--- config.mk ---
export PLATFORM = sky130hd
export DESIGN_NAME = image_ram_arbiter_flat
export DESIGN_NICKNAME = d
export VERILOG_FILES = /design/src/rtl/image_ram_arbiter_if.sv /design/src/rtl/image_ram_arbiter.sv /design/src/flat_wrapper.sv
export SDC_FILE = /design/constraint.sdc
export NUM_CORES = 1
export LEC_CHECK = 0
export BUFFER_PORTS_ARGS = -buffer_cell sky130_fd_sc_hd__buf_2
export CORE_MARGIN = 5
export CORE_UTILIZATION = 49
export DETAILED_ROUTE_END_ITERATION = 8
export PLACE_DENSITY = 0.93
export SLEW_MARGIN = 20
export SYNTH_ARGS = -nofsm -noshare
export SYNTH_HDL_FRONTEND = slang
export SYNTH_SLANG_ARGS = --single-unit
--- constraint.sdc ---
create_clock -name clk -period 5.96 [get_ports clk]
set_input_delay 1.192 -clock clk [delete_from_list [all_inputs] [get_ports clk]]
set_output_delay 1.192 -clock clk [all_outputs]
set_load 0.03 [all_outputs]
--- src/rtl/image_ram_arbiter_if.sv ---
// Bus bundle between the image RAM arbiter, its three requesters and the RAM.
// The slave side is the arbiter; the master side is requesters plus RAM.
interface image_ram_arbiter_if #(
   parameter int ADDR_W = 16,
   parameter int DATA_W = 32
);
   logic              disp_req;
   logic [ADDR_W-1:0] disp_addr;
   logic [DATA_W-1:0] disp_rdata;
   logic              disp_rvalid;

   logic              ld_req;
   logic [ADDR_W-1:0] ld_addr;
   logic [DATA_W-1:0] ld_wdata;
   logic              ld_gnt;

   logic              eng_req;
   logic              eng_we;
   logic [ADDR_W-1:0] eng_addr;
   logic [DATA_W-1:0] eng_wdata;
   logic              eng_gnt;
   logic [DATA_W-1:0] eng_rdata;
   logic              eng_rvalid;

   logic [ADDR_W-1:0] ram_address;
   logic [DATA_W-1:0] ram_data;
   logic              ram_wren;
   logic [DATA_W-1:0] ram_q;

   modport slave (
      input  disp_req, disp_addr,
      output disp_rdata, disp_rvalid,
      input  ld_req, ld_addr, ld_wdata,
      output ld_gnt,
      input  eng_req, eng_we, eng_addr, eng_wdata,
      output eng_gnt, eng_rdata, eng_rvalid,
      output ram_address, ram_data, ram_wren,
      input  ram_q
   );

   modport master (
      output disp_req, disp_addr,
      input  disp_rdata, disp_rvalid,
      output ld_req, ld_addr, ld_wdata,
      input  ld_gnt,
      output eng_req, eng_we, eng_addr, eng_wdata,
      input  eng_gnt, eng_rdata, eng_rvalid,
      input  ram_address, ram_data, ram_wren,
      output ram_q
   );
endinterface

--- src/rtl/image_ram_arbiter.sv ---
// Image RAM arbiter: display has absolute priority, loader and engine
// share the remaining cycles round-robin; reads return via a tag pipeline.
module image_ram_arbiter #(
   parameter int          ADDR_W    = 16,
   parameter int          DATA_W    = 32,
   parameter int unsigned IMG_WORDS = 65536,
   parameter int          RAM_LAT   = 1
) (
   input logic          clk,
   input logic          reset,
   image_ram_arbiter_if.slave bus
);
   typedef enum logic {OWN_DISP, OWN_ENG} owner_e;
   typedef enum logic {RR_LD, RR_ENG} rr_e;

   typedef struct packed {
      logic   valid;
      owner_e owner;
      logic   oor;
   } tag_t;

   localparam logic [ADDR_W:0] LIMIT = IMG_WORDS[ADDR_W:0];

   function automatic logic is_oor(input logic [ADDR_W-1:0] a);
      return {1'b0, a} >= LIMIT;
   endfunction

   rr_e  rr_last;
   tag_t tag_q [RAM_LAT+1];
   tag_t tag_in;
   logic ld_win;
   logic eng_win;

   always_comb begin
      ld_win  = 1'b0;
      eng_win = 1'b0;
      if (!reset && !bus.disp_req) begin
         if (bus.ld_req && (!bus.eng_req || rr_last == RR_ENG))
            ld_win = 1'b1;
         else if (bus.eng_req)
            eng_win = 1'b1;
      end
   end

   assign bus.ld_gnt  = ld_win;
   assign bus.eng_gnt = eng_win;

   always_comb begin
      tag_in = '0;
      if (bus.disp_req) begin
         tag_in.valid = 1'b1;
         tag_in.owner = OWN_DISP;
         tag_in.oor   = is_oor(bus.disp_addr);
      end else if (eng_win && !bus.eng_we) begin
         tag_in.valid = 1'b1;
         tag_in.owner = OWN_ENG;
         tag_in.oor   = is_oor(bus.eng_addr);
      end
   end

   always_ff @(posedge clk or posedge reset) begin
      if (reset) begin
         bus.ram_address <= '0;
         bus.ram_data    <= '0;
         bus.ram_wren    <= 1'b0;
         bus.disp_rdata  <= '0;
         bus.disp_rvalid <= 1'b0;
         bus.eng_rdata   <= '0;
         bus.eng_rvalid  <= 1'b0;
         rr_last         <= RR_ENG;
         for (int i = 0; i <= RAM_LAT; i++)
            tag_q[i] <= '0;
      end else begin
         tag_q[0] <= tag_in;
         for (int i = 1; i <= RAM_LAT; i++)
            tag_q[i] <= tag_q[i-1];

         // Output stage: ram_q now belongs to the oldest tag.
         bus.disp_rvalid <= 1'b0;
         bus.eng_rvalid  <= 1'b0;
         if (tag_q[RAM_LAT].valid) begin
            if (tag_q[RAM_LAT].owner == OWN_DISP) begin
               bus.disp_rvalid <= 1'b1;
               bus.disp_rdata  <= tag_q[RAM_LAT].oor ? '0 : bus.ram_q;
            end else begin
               bus.eng_rvalid <= 1'b1;
               bus.eng_rdata  <= tag_q[RAM_LAT].oor ? '0 : bus.ram_q;
            end
         end

         bus.ram_wren <= 1'b0;
         if (bus.disp_req) begin
            bus.ram_address <= bus.disp_addr;
         end else if (ld_win) begin
            bus.ram_address <= bus.ld_addr;
            bus.ram_data    <= bus.ld_wdata;
            bus.ram_wren    <= !is_oor(bus.ld_addr);
            rr_last         <= RR_LD;
         end else if (eng_win) begin
            bus.ram_address <= bus.eng_addr;
            bus.ram_data    <= bus.eng_wdata;
            bus.ram_wren    <= bus.eng_we && !is_oor(bus.eng_addr);
            rr_last         <= RR_ENG;
         end
      end
   end
endmodule

--- src/flat_wrapper.sv ---
// flat-port wrapper written by rule: the top's interface ports become plain ports
module image_ram_arbiter_flat 
#(
   parameter int          ADDR_W    = 16,
   parameter int          DATA_W    = 32,
   parameter int unsigned IMG_WORDS = 65536,
   parameter int          RAM_LAT   = 1
)
  (clk, reset, bus_disp_req, bus_disp_addr, bus_disp_rdata, bus_disp_rvalid, bus_ld_req, bus_ld_addr, bus_ld_wdata, bus_ld_gnt, bus_eng_req, bus_eng_we, bus_eng_addr, bus_eng_wdata, bus_eng_gnt, bus_eng_rdata, bus_eng_rvalid, bus_ram_address, bus_ram_data, bus_ram_wren, bus_ram_q);
  image_ram_arbiter_if #(.ADDR_W(ADDR_W), .DATA_W(DATA_W)) bus_i ();
  input logic clk;
  input logic reset;
  input wire logic [$bits(bus_i.disp_req)-1:0] bus_disp_req;
  input wire logic [$bits(bus_i.disp_addr)-1:0] bus_disp_addr;
  output wire logic [$bits(bus_i.disp_rdata)-1:0] bus_disp_rdata;
  output wire logic [$bits(bus_i.disp_rvalid)-1:0] bus_disp_rvalid;
  input wire logic [$bits(bus_i.ld_req)-1:0] bus_ld_req;
  input wire logic [$bits(bus_i.ld_addr)-1:0] bus_ld_addr;
  input wire logic [$bits(bus_i.ld_wdata)-1:0] bus_ld_wdata;
  output wire logic [$bits(bus_i.ld_gnt)-1:0] bus_ld_gnt;
  input wire logic [$bits(bus_i.eng_req)-1:0] bus_eng_req;
  input wire logic [$bits(bus_i.eng_we)-1:0] bus_eng_we;
  input wire logic [$bits(bus_i.eng_addr)-1:0] bus_eng_addr;
  input wire logic [$bits(bus_i.eng_wdata)-1:0] bus_eng_wdata;
  output wire logic [$bits(bus_i.eng_gnt)-1:0] bus_eng_gnt;
  output wire logic [$bits(bus_i.eng_rdata)-1:0] bus_eng_rdata;
  output wire logic [$bits(bus_i.eng_rvalid)-1:0] bus_eng_rvalid;
  output wire logic [$bits(bus_i.ram_address)-1:0] bus_ram_address;
  output wire logic [$bits(bus_i.ram_data)-1:0] bus_ram_data;
  output wire logic [$bits(bus_i.ram_wren)-1:0] bus_ram_wren;
  input wire logic [$bits(bus_i.ram_q)-1:0] bus_ram_q;
  assign bus_i.disp_req = bus_disp_req;
  assign bus_i.disp_addr = bus_disp_addr;
  assign bus_disp_rdata = bus_i.disp_rdata;
  assign bus_disp_rvalid = bus_i.disp_rvalid;
  assign bus_i.ld_req = bus_ld_req;
  assign bus_i.ld_addr = bus_ld_addr;
  assign bus_i.ld_wdata = bus_ld_wdata;
  assign bus_ld_gnt = bus_i.ld_gnt;
  assign bus_i.eng_req = bus_eng_req;
  assign bus_i.eng_we = bus_eng_we;
  assign bus_i.eng_addr = bus_eng_addr;
  assign bus_i.eng_wdata = bus_eng_wdata;
  assign bus_eng_gnt = bus_i.eng_gnt;
  assign bus_eng_rdata = bus_i.eng_rdata;
  assign bus_eng_rvalid = bus_i.eng_rvalid;
  assign bus_ram_address = bus_i.ram_address;
  assign bus_ram_data = bus_i.ram_data;
  assign bus_ram_wren = bus_i.ram_wren;
  assign bus_i.ram_q = bus_ram_q;
  image_ram_arbiter #(.ADDR_W(ADDR_W), .DATA_W(DATA_W), .IMG_WORDS(IMG_WORDS), .RAM_LAT(RAM_LAT)) u_core (.clk(clk), .reset(reset), .bus(bus_i));
endmodule
==> out/qor.txt, run 1 <==
Combinational share of power = 0.274
Register area share after synthesis = 0.570
Largest net degree at the start of global routing = 62
Mean post-synth cell area = 12.6 um^2
WL/cell = 19.2 um
Yosys warns = 0
Post-synthesis register bit count = 120
Dominant cell type by area after synthesis = dfrtp_1
CTS tree = yes
Worst Tran Pin Value = 966 ps
Post-route cell area = 7180 um^2
Fin crit share = 0.624
Status = finished clean
Req. time, crit path = 4770 ps
Post-synthesis mux area share = 0.197
Post-layout util = 0.689
Mapped cell area = 5270 um^2
Routed WL = 15700 um
CTS Buf Count = 17
Post-synth ARST share = 1.00
Reg2reg start = u_core.rr_last$_DFFE_PP1P_
Setup crit start = bus_eng_req
Area share of the largest cell type after synthesis = 0.565
Most frequent cells after synthesis = dfrtp_1, mux2_2, nand4_1
Clock transition at path regs = 50 ps
GR Util All Layers = 0.243
Area Overhead vs Synth = 36.1%
Max-slew violations = 0
Clock Latency Late Sink = 490 ps
GRT overflow = 0
Final Net Count = 818
Root buffer cell = clkbuf_8
Initial antenna violation count = 1
Post-Synthesis Cells = 417
Final min period = 3720 ps
Routed Antenna Nets = 0
Fmax = 269 MHz
Slew HR = 0.356
Simple-gate area share of the yosys netlist = 0.0975
Clock tree buffer depth = 2
Fraction of layout cells with a size suffix above 1 = 0.565
Setup crit end kind = output port
Die height = 114 um
PD cells = 380 nW/um^2
Post-synthesis compound-gate area fraction = 0.0913
Starting Density = 0.506
Post-DP HPWL = 11400 um
PortBufs = 266
Die Wd = 114 um
Clk pwr share = 0.346
Global-route wire length before repair = 24600 um
Crit Path Max Fanout = 50
Fin. Hold Viols = 0
Residual DRC = 0
Post-cts gate resize count = 0
Dominant cells by area after synthesis = dfrtp_1, mux2_2, mux2i_1
R2R depth = 4
Largest family of logic cells by synthesized area = multiplexers
Switching share of power = 0.346
Internal Power = 1.78 mW
H-Tree Depth = 4
Max IR drop VDD = 206 uV
DR vias = 4423
CTS Hold Bufs = 0
R2r endpoint = u_core.bus.ram_address[1]$_DFFE_PP0P_
Rows = 37
FF-to-FF setup slack = 3490 ps
Vias/cell = 5.41
Netlist cell types = 28
Worst hold path type = reg2reg
Dpl cells = 785
Post-Synth XOR/XNOR Area = 0
Lkg Pwr = 3.42 nW
Psw = 945 uW
Max_cap viols = 0
Ant diodes = 0
Post-synth EDFFs = 0
Clock sink count = 120
Placed cell area = 6620 um^2
Flop pwr share = 0.380
Post-Layout Cell Count = 817
Final Setup Violations = 0
Most frequent cell after synthesis = dfrtp_1
Detailed Route Iter0 Violations = 208
Mapped Nets = 567
RD Place Congestion = 0.846
Adder-cell share of the synthesized area = 0
Number of global-route vias before repair = 4678
RSZ-0062 raised after global routing = false
Total core area = 10400 um^2
Post-CTS setup buffer count = 0
Total negative slack = 0 ps
Die area = 12900 um^2
CP Class = in2out
Setup crit start kind = primary input
Crit path DAT = 2520 ps
CP endpoint = bus_ld_gnt
Top FF cell, synth = dfrtp_1
Layout Skew = 8.28 ps
I/O Pins = 267
DRT Pass-1 Iters = 5
[sequential cells by signal, indices dropped and copies added (netlist names)]
name,count
u_core.tag_q,4
u_core.bus.eng_rdata,32
u_core.bus.disp_rvalid,1
u_core.rr_last,1
u_core.bus.ram_address,16
u_core.bus.ram_wren,1
u_core.bus.eng_rvalid,1
u_core.bus.disp_rdata,32
u_core.bus.ram_data,32
[cell type report]
cell class                      count  area (um^2)
Fill cell                         760         3240
Sequential cell                   120         3000
Multi-Input combinational cell    254         2050
Timing Repair Buffer              272         1380
Clock buffer                       19          442
Tap cell                          136          170
Clock inverter                     13          120
Inverter                            3         13.8
[per-layer routing]
layer / routed length (um) / global-route usage / vias up
met3: 1540 / 0.0759 / 18
met2: 7900 / 0.411 / 248
met5: 13 / 0 / -
li1: - / - / 2027
met4: 280 / 0.0873 / 2
met1: 5960 / 0.292 / 2128
[cells in the final DEF (no fill, tap or decap), drive strengths merged, types with 2 or more instances in the layout]
cell,instances
mux2i,32
nor2,3
clkinv,3
o21ai,32
mux2,64
clkinvlp,6
a22oi,16
o211ai,16
dfrtp,119
buf,272
nand4,48
nand2b,2
nand2,17
inv,6
nor2b,16
clkbuf,19
[cell families (layout without fill, tap and decap cells)]
group | Yosys count | in the layout
DFF | 120 | 120
muxes | 96 | 96
and+or+nand+nor | 90 | 90
AOI/OAI and AO/OA | 68 | 68
buffers and inverters | 43 | 307
[through the flow]
step / power, mW / worst slack (ps) / hold WS [ps]
3_5_place_dp: 1.80 / 2280 / 336
3_3_place_gp: 1.77 / 2300 / 334
5_1_grt: 2.85 / 2180 / 352
4_1_cts: 2.75 / 2270 / 348
6_report: 2.73 / 2240 / 347
2_1_floorplan: 1.53 / 1580 / 331
[worst min path at each step]
stage	from	endpoint	slack, ps	cells past startpoint
6_report	u_core.tag_q[4]$_DFF_PP0_	u_core.tag_q[1]$_DFF_PP0_	350	0
5_1_grt	u_core.tag_q[4]$_DFF_PP0_	u_core.tag_q[1]$_DFF_PP0_	350	0
4_1_cts	u_core.tag_q[4]$_DFF_PP0_	u_core.tag_q[1]$_DFF_PP0_	350	0
3_5_place_dp	u_core.tag_q[4]$_DFF_PP0_	u_core.tag_q[1]$_DFF_PP0_	340	0
3_3_place_gp	u_core.tag_q[5]$_DFF_PP0_	u_core.tag_q[2]$_DFF_PP0_	330	0
2_1_floorplan	u_core.tag_q[4]$_DFF_PP0_	u_core.tag_q[1]$_DFF_PP0_	330	0
[power by group through the flow]
stage | registers (mW) | logic, mW | clock network, mW
floorplan | 1.32 | 0.210 | 0
global placement | 1.04 | 0.732 | 0
detailed placement | 1.05 | 0.755 | 0
CTS | 1.04 | 0.756 | 0.962
global route | 1.05 | 0.793 | 1.01
finish | 1.04 | 0.748 | 0.943
[critical path, stage by stage]
cell and delay [ps]:
buf_2 130, nand2b_2 680, and3_2 320, buf_2 210
No activity file was read; power rests on OpenSTA's default activity.
==> run 2, diff against run 1 <==
Settings changed: ABC_AREA from default to 1, CORE_UTILIZATION 49 to 46, PLACE_DENSITY 0.93 to 0.88.
Clock period 5.96 ns to 3.5 ns, I/O delays scaled along.
==> run 2 against run 1 <==
  * Global-route usage shrank 3.1 points
  * Clock power grew 63%
  * Via count grew 20%
  * Largest cell class unchanged
  * First-iteration DRC count grew to 2.7 times the previous value
  * Critical path type unchanged
  * Synthesized cell count grew 67%
  * Highest routed layer unchanged
==> out/qor.txt, run 2 <==
Req. time, crit path = 2800 ps
Final min period = 2470 ps
Die height = 119 um
Area Overhead vs Synth = 34.9%
Clock tree buffer depth = 2
Residual DRC = 0
WL/cell = 13.7 um
Fmax = 405 MHz
I/O Pins = 267
Max IR drop VDD = 275 uV
GR Util All Layers = 0.212
FF-to-FF setup slack = 1510 ps
CTS Buf Count = 17
RSZ-0062 raised after global routing = false
Top FF cell, synth = dfrtp_1
Routed WL = 15100 um
Starting Density = 0.473
Total negative slack = 0 ps
Reg2reg start = u_core.rr_last$_DFFE_PP1P_
Hold Path Sink = u_core.tag_q[1]$_DFF_PP0_
Area share of the largest cell type after synthesis = 0.546
Lkg Pwr = 4.25 nW
Total core area = 11500 um^2
Crit Path Max Fanout = 18
CP Class = in2out
Mean post-synth cell area = 7.81 um^2
DRT Pass-1 Iters = 5
Number of global-route vias before repair = 5069
Clock Latency Late Sink = 390 ps
HP Start = u_core.tag_q[4]$_DFF_PP0_
Post-synthesis register bit count = 120
Vias/cell = 4.82
Pre-CTS setup slack = 1030 ps
Detailed Route Iter0 Violations = 571
Clock sink count = 120
Crit path DAT = 1770 ps
Most frequent cell after synthesis = nand2_1
Post-synth EDFFs = 0
RD Place Congestion = 0.848
PD cells = 618 nW/um^2
CTS Hold Bufs = 0
Root buffer cell = clkbuf_16
Fraction of layout cells with a size suffix above 1 = 0.323
Post-Synthesis Cells = 698
Commonest cells after routing, fill and taps aside = buf_2, nand2_1, dfrtp_1
Worst Tran Pin Value = 1010 ps
Global-route wire length before repair = 24600 um
Register area = 3000 um^2
Commonest non-fill, non-tap cell in the layout = buf_2
Most frequent cells after synthesis = nand2_1, dfrtp_1, nor2_1
Register area share after synthesis = 0.551
Dominant cells by area after synthesis = dfrtp_1, nand2_1, nor2_1
Post-layout util = 0.638
Initial antenna violation count = 1
GRT overflow = 0
Routed Antenna Nets = 0
Final Net Count = 1099
Layout Skew = 12.1 ps
Mapped Nets = 848
Post-CTS setup buffer count = 0
Max-slew violations = 0
Largest net degree at the start of global routing = 71
Ant diodes = 0
Clock transition at path regs = 50 ps
Rows = 39
R2R depth = 8
Slew HR = 0.324
CTS tree = yes
Dominant cell type by area after synthesis = dfrtp_1
Fillcell total = 970
PortBufs = 266
Fin crit share = 0.706
Fin. Hold Viols = 0
DR vias = 5318
Max_cap viols = 0
Cell depth of the worst hold path = 0
Status = finished clean
Final Setup Violations = 0
Setup crit end kind = output port
Yosys warns = 0
Mapped cell area = 5450 um^2
Setup crit start kind = primary input
Die area = 14100 um^2
R2r endpoint = u_core.bus.ram_data[10]$_DFFE_PP0P_
Multi-input logic area = 1910 um^2
Post-synth ARST share = 1.00
Die Wd = 119 um
Final WS setup = 1030 ps
Netlist cell types = 18
Post-DP HPWL = 11500 um
Worst hold path type = reg2reg
H-Tree Depth = 4
Post-cts gate resize count = 0
Largest regs = u_core.bus.disp_rdata (32), u_core.bus.eng_rdata (32), u_core.bus.ram_data (32)
==> run 2: cell types whose count changed after synthesis, sizes merged, moves of 9 or more <==
cell    previous run  this run
nand4             48        32
clkbuf            12        23
o211ai            16         0
mux2              64         0
o21ai             32        66
buf               28        19
inv                3        89
nor2               3        99
a22oi             16         0
nor2b             16         0
mux2i             32         0
nand3              0        33
nand2             17       216
==> run 2: metal layers <==
layer	up-vias	global-route usage	wire, um
met1	2416	0.267	6190
met5	-	0	7
met2	233	0.352	7420
met3	16	0.0678	1310
met4	2	0.0601	199
li1	2651	-	-
==> run 2: worst max-delay path by stage <==
stage                                     endpoint  slack [ps]         start
3_3_place_gp                           bus_eng_gnt        1050   bus_eng_req
2_1_floorplan                          bus_eng_gnt        1230  bus_disp_req
3_5_place_dp   u_core.bus.ram_data[31]$_DFFE_PP0P_        1030   bus_eng_req
4_1_cts                                bus_eng_gnt        1030   bus_eng_req
5_1_grt                                bus_eng_gnt         870   bus_eng_req
6_report                               bus_eng_gnt        1030   bus_eng_req
==> run 2: area by class of cell <==
class / count / share of cell area
inverter: 90 / 0.0465
tap: 143 / 0.0243
timing repair buffer: 274 / 0.189
clock buffer: 21 / 0.0613
sequential: 120 / 0.409
multi-input combinational: 446 / 0.259
clock inverter: 9 / 0.0107
==> run 2: per-stage QoR <==
step / power (mW) / hold WS [ps] / area, um^2 / std cells
2_1_floorplan: 2.59 / 331 / 5460 / 698
4_1_cts: 4.60 / 351 / 7350 / 1103
3_5_place_dp: 3.04 / 337 / 6820 / 1073
3_3_place_gp: 3.01 / 333 / 6820 / 1073
5_1_grt: 4.79 / 356 / 7350 / 1103
6_report: 4.54 / 350 / 7350 / 1103
==> run 2: cells by family after synthesis <==
group | count (synthesis) | share of synthesized area
DFF | 120 | 0.551
buffers and inverters | 132 | 0.0996
and+or+nand+nor | 380 | 0.289
AOI/OAI and AO/OA | 66 | 0.0606
==> run 2: critical path, stage by stage <==
cell     delay, ps
buf_2          300
nand2_2        290
nand2_1        120
nand2_1         90
inv_1           70
buf_2          200
==> run 2: where the power goes <==
part,switching [mW],internal (mW)
clock network,0.557,0.979
registers,0.130,1.64
logic,0.883,0.357
